File: config.mk
export PLATFORM = sky130hd
export DESIGN_NAME = seq_detector
export DESIGN_NICKNAME = d
export VERILOG_FILES = /design/src/rtl/seq_detector.sv
export SDC_FILE = /design/constraint.sdc
export NUM_CORES = 1
export LEC_CHECK = 0
export ABC_AREA = 1
export CAP_MARGIN = 20
export CELL_PAD_IN_SITES_DETAIL_PLACEMENT = 1
export CELL_PAD_IN_SITES_GLOBAL_PLACEMENT = 1
export CORE_MARGIN = 2
export CORE_UTILIZATION = 33
export CTS_CLUSTER_DIAMETER = 50
export DETAILED_ROUTE_END_ITERATION = 10
export HOLD_SLACK_MARGIN = 0.1
export PLACE_DENSITY_LB_ADDON = 0.05
export SYNTH_ARGS = -nofsm -noshare
export SYNTH_HDL_FRONTEND = slang
export SYNTH_SLANG_ARGS = --single-unit
File: constraint.sdc
create_clock -name clk -period 1.5 [get_ports clk]
set_clock_uncertainty 0.15 [all_clocks]
set_input_delay 0.15 -clock clk [delete_from_list [all_inputs] [get_ports clk]]
set_output_delay 0.15 -clock clk [all_outputs]
set_load 0.1 [all_outputs]
File: src/rtl/seq_detector.sv
`default_nettype none
// ============================================================================
//  Module      : seq_detector
//  Description : Programmable symbol-sequence detector. A DEPTH-long pattern
//                of SYM_W-bit symbols is held in writable registers; the
//                incoming symbol stream is tracked by a matched-prefix index.
//                A complete match produces a registered one-cycle hit pulse
//                and bumps a saturating hit counter. Overlapping or
//                non-overlapping restart after a match is selectable.
//  Ports       : clk      - clock, rising edge active
//                res      - asynchronous active-high reset
//                s        - input symbol (SYM_W)
//                s_valid  - s consumed on this edge when 1
//                overlap  - 1 = overlapping restart, 0 = non-overlapping
//                pat_we   - pattern write strobe (wins over s_valid)
//                pat_idx  - pattern slot to write (IW)
//                pat_data - pattern symbol to write (SYM_W)
//                cnt_clr  - synchronous clear of hit_cnt
//                state    - matched-prefix length, 0..DEPTH-1 (IW)
//                hit      - one-cycle pulse after a completed match
//                hit_cnt  - saturating match count (CNT_W)
//  Revision    : 1.0 - initial release
// ============================================================================
module seq_detector #(
  parameter int SYM_W = 2,
  parameter int DEPTH = 4,
  parameter int CNT_W = 8,
  parameter int IW    = $clog2(DEPTH)
) (
  input  logic             clk,
  input  logic             res,
  input  logic [SYM_W-1:0] s,
  input  logic             s_valid,
  input  logic             overlap,
  input  logic             pat_we,
  input  logic [IW-1:0]    pat_idx,
  input  logic [SYM_W-1:0] pat_data,
  input  logic             cnt_clr,
  output logic [IW-1:0]    state,
  output logic             hit,
  output logic [CNT_W-1:0] hit_cnt
);

  localparam logic [IW-1:0]    c_LAST    = IW'(DEPTH - 1);
  localparam logic [IW:0]      c_DEPTH_X = (IW + 1)'(DEPTH);
  localparam logic [CNT_W-1:0] c_CNT_MAX = '1;

  logic [SYM_W-1:0] r_pat [DEPTH];
  logic [IW-1:0]    r_state;
  logic             r_hit;
  logic [CNT_W-1:0] r_cnt;

  logic [IW-1:0]    w_state_nxt;
  logic             w_hit_nxt;
  logic             w_eq_cur;
  logic             w_eq_first;
  logic             w_idx_ok;

  // Comparisons always use the pattern as it stood before this edge.
  assign w_eq_cur   = (s == r_pat[r_state]);
  assign w_eq_first = (s == r_pat[0]);
  // Only meaningful when DEPTH is not a power of two.
  assign w_idx_ok   = ({1'b0, pat_idx} < c_DEPTH_X);

  always_comb begin
    w_state_nxt = r_state;
    w_hit_nxt   = 1'b0;
    if (pat_we) begin
      // A pattern update invalidates any partial progress.
      w_state_nxt = '0;
    end else if (s_valid) begin
      if (w_eq_cur) begin
        if (r_state == c_LAST) begin
          w_hit_nxt = 1'b1;
          // Overlapping restart lets the completing symbol begin a new match.
          w_state_nxt = (overlap && w_eq_first) ? IW'(1) : '0;
        end else begin
          w_state_nxt = r_state + IW'(1);
        end
      end else begin
        // Mismatch falls back to a single-symbol prefix check only.
        w_state_nxt = w_eq_first ? IW'(1) : '0;
      end
    end
  end

  always_ff @(posedge clk or posedge res) begin
    if (res) begin
      for (int i = 0; i < DEPTH; i++) begin
        r_pat[i] <= SYM_W'(i + 1);
      end
    end else if (pat_we && w_idx_ok) begin
      r_pat[pat_idx] <= pat_data;
    end
  end

  always_ff @(posedge clk or posedge res) begin
    if (res) begin
      r_state <= '0;
      r_hit   <= 1'b0;
    end else begin
      r_state <= w_state_nxt;
      r_hit   <= w_hit_nxt;
    end
  end

  always_ff @(posedge clk or posedge res) begin
    if (res) begin
      r_cnt <= '0;
    end else if (cnt_clr) begin
      r_cnt <= '0;
    end else if (w_hit_nxt && (r_cnt != c_CNT_MAX)) begin
      r_cnt <= r_cnt + CNT_W'(1);
    end
  end

  assign state   = r_state;
  assign hit     = r_hit;
  assign hit_cnt = r_cnt;

endmodule
`default_nettype wire

==> metrics <==
largest net degree at the start of global routing=20; initial antenna violation count=0; Worst Slack Setup Final=-0.1583 ns; Met3 Routed Length=just over 80 µm; fin area=1961 µm²; Fin. Hold Viols=0; Die ar.=slightly above 4000 µm²; Post-DRT Antenna Nets=0; final routed DRC violation total=0; synth warn=0; Pins Over Slew Limit=0; CP Capture Type=register; fill cell count=421; core box area=roughly 3400 µm²; DR iter-0 viols=52; Clk pwr share=around 23%; Final setup viols=12; worst rel slew slack=80.99%; CP max stage delay=roughly 0.56 ns; Initial Util=34.71%; Mapped Area=1167 µm²; CTS buffer count=3; Worst setup SP type=register; switch share=between 30% and 40%; Post-DP Area=1720 µm²; CP Cell Sequence=inv_4 > nand2_1 > nand3_2 > nand3_2 > nand2_4 > nand4_4 > nand3_2 > nand2_2; pwr dens=~660 nW/µm²; sequential cell area=503.0 µm²; via density per instance=4.958; failing checks=setup timing; Worst Path Max Fanout=8; Worst path top cell family by delay=simple AND/OR/NAND/NOR gates; CTS tree=built; Max Used Layer=met4; area of the multi-input gates=between 700 and 800 µm²; WP data required=1.56 ns; CP most frequent cell=nand3_2; Synth Register Bits=19; global-route wire length before repair=6223 µm; DRT Pass-1 Iters=4; gpl congestion=0.7795; Clock Latency Late Sink=about 0.32 ns; syn_area_per_cell=~7.8 µm²; Die H=about 63 µm; leakage power=0.0009118 µW; Cells after Synth=149; Nets=209; share of layout cells above drive strength 1=43.30%; HPWL Detailed=roughly 2600 µm; sequential area share after synthesis=between 40% and 50%; row count=21; Flop pwr share=46.8%; Peak VDD IR=approximately 0.39 mV; max_cap viols=0; Die Wd=63.48 µm; Period minus WS final=1.658 ns; crit path DAT=1.72 ns; Antenna diodes=0; Netlist cell types=20; WL per Instance=around 16 µm; Met2 Wirelength=2163 µm; Comb power frac=approximately 30%; via count=~1200; Setup CP Type=register to register; post-detailed-routing wire length=3798 µm; Tcrit/Tclk final=110.6%; Max Freq=a little over 0.6 GHz; CTS Buffer Depth=2; slew at the pin closest to its max-slew limit=0.2830 ns; switching power=464.2 µW; CP bufs+invs=1; Fin Setup TNS=-1.298 ns; status=finished with violations; Pint=about 830 µW; I/O pins=23; input/output buffers=22; Layout area overhead=67.95%; Clock Tree Root=clkbuf_4; gr ovfl total=0; type of the worst min-delay path=input port to register; hold slack=0.2990 ns; RSZ-0062 raised after global routing=true; total power draw=1293 µW; syn nets=163; routed length on met1=roughly 1500 µm; clk sinks=19; slowest CP cell=dfrtp_4; Clock transition at path regs=0.14 ns; CTS H-Tree Depth=1; GRT Util Overall=between 10% and 20%; vias in the first global route=1314
final timing paths:
kind                                       from                     end  slack [ns]  cells past startpoint
min                                 pat_data[1]    r_pat[5]$_DFFE_PP1P_        0.30                      3
max in group asynchronous                   res    r_pat[6]$_DFFE_PP1P_        0.34                      4
min reg2reg                r_pat[2]$_DFFE_PP1P_    r_pat[2]$_DFFE_PP1P_        0.36                      2
max reg2reg                state[0]$_DFFE_PP0P_  hit_cnt[7]$_DFFE_PP0P_       -0.16                      8
max                        state[0]$_DFFE_PP0P_  hit_cnt[7]$_DFFE_PP0P_       -0.16                      8
min in group asynchronous                   res  hit_cnt[1]$_DFFE_PP0P_        0.57                      4
per-layer routing:
| layer | up-vias | GRT usage (%) |
|---|---|---|
| li1 | 576 | - |
| met1 | 585 | 21.52 |
| met2 | 21 | 37.63 |
| met3 | 8 | 1.964 |
| met4 | 0 | 8.967 |
| met5 | - | 0 |
registers in the layout, indices dropped and copies added, names as in the netlist:
signal   cells
r_pat        8
hit_cnt      8
state        2
hit          1
cells in the mapped netlist, drive strengths merged:
master / number / area share, %
o21ai: 10 / 4.3
ha: 2 / 2.1
buf: 1 / 0.43
nand3: 21 / 9.4
inv: 25 / 8.0
nand4: 11 / 8.5
nand2: 48 / 18
xor2: 4 / 3.0
nor3: 2 / 0.86
xnor2: 2 / 1.5
nor2: 4 / 2.9
dfrtp: 15 / 32
dfstp: 4 / 9.0
layout by cell type (no fill, tap or decap), types with 5 or more instances in the layout:
cell	count
dfrtp_1	5
dfrtp_2	6
nand2_1	34
nand3_2	7
nand3_1	10
o21ai_0	9
nand2_2	11
clkdlybuf4s50_1	11
buf_4	10
buf_12	13
buf_6	6
nand4_1	9
inv_1	21
worst register-to-register path: cells and delay by family (launching register included):
family	cells	cell delay, ns
simple gates	7	0.75
flops	1	0.56
buf+inv	1	0.10
layout make-up:
cell class,count,area share (%)
multi-input cells,105,38.16
repair buffers,41,26.68
flip-flops and latches,19,25.65
inverters,25,5.041
well taps,46,2.936
clock buffers,3,1.149
clock inverters,1,0.3829
timing repair:
item / in CTS / in global routing
pin swaps: 11 / 12
hold endpoints to repair: 15 / 0
buffers inserted: 6 / 0
cloned: 1 / 0
gates resized for setup: 20 / 14
hold buffers: 1 / 0
setup endpoints to repair: 12 / 14
power by group through the flow:
| stage | sequential, µW | combinational [µW] | clock [µW] |
|---|---|---|---|
| floorplan | 630 | 161 | 0 |
| global placement | 604 | 302 | 0 |
| detailed placement | 606 | 313 | 0 |
| CTS | 599 | 369 | 303 |
| global route | 611 | 425 | 326 |
| finish | 605 | 393 | 295 |
per-stage QoR:
| step | std cells | worst slack, ns | utilization, % |
|---|---|---|---|
| global route | 240 | -0.2540 | 58.30 |
| detailed placement | 228 | -0.2002 | 51.15 |
| CTS | 240 | -0.1175 | 56.77 |
| floorplan | 149 | -0.2322 | - |
| finish | 240 | -0.1583 | 58.30 |
| global placement | 228 | -0.1401 | 51.15 |
cells by family (layout without fill, tap and decap cells):
kind of cell | Yosys count | after routing | share of synthesized area, %
simple gates | 86 | 87 | 39.44
buf+inv | 26 | 70 | 8.467
flops | 19 | 19 | 41.16
compound gates | 10 | 10 | 4.287
xor+xnor | 6 | 6 | 4.502
fa+ha+maj | 2 | 2 | 2.143
(Power assumes the default switching activity.)
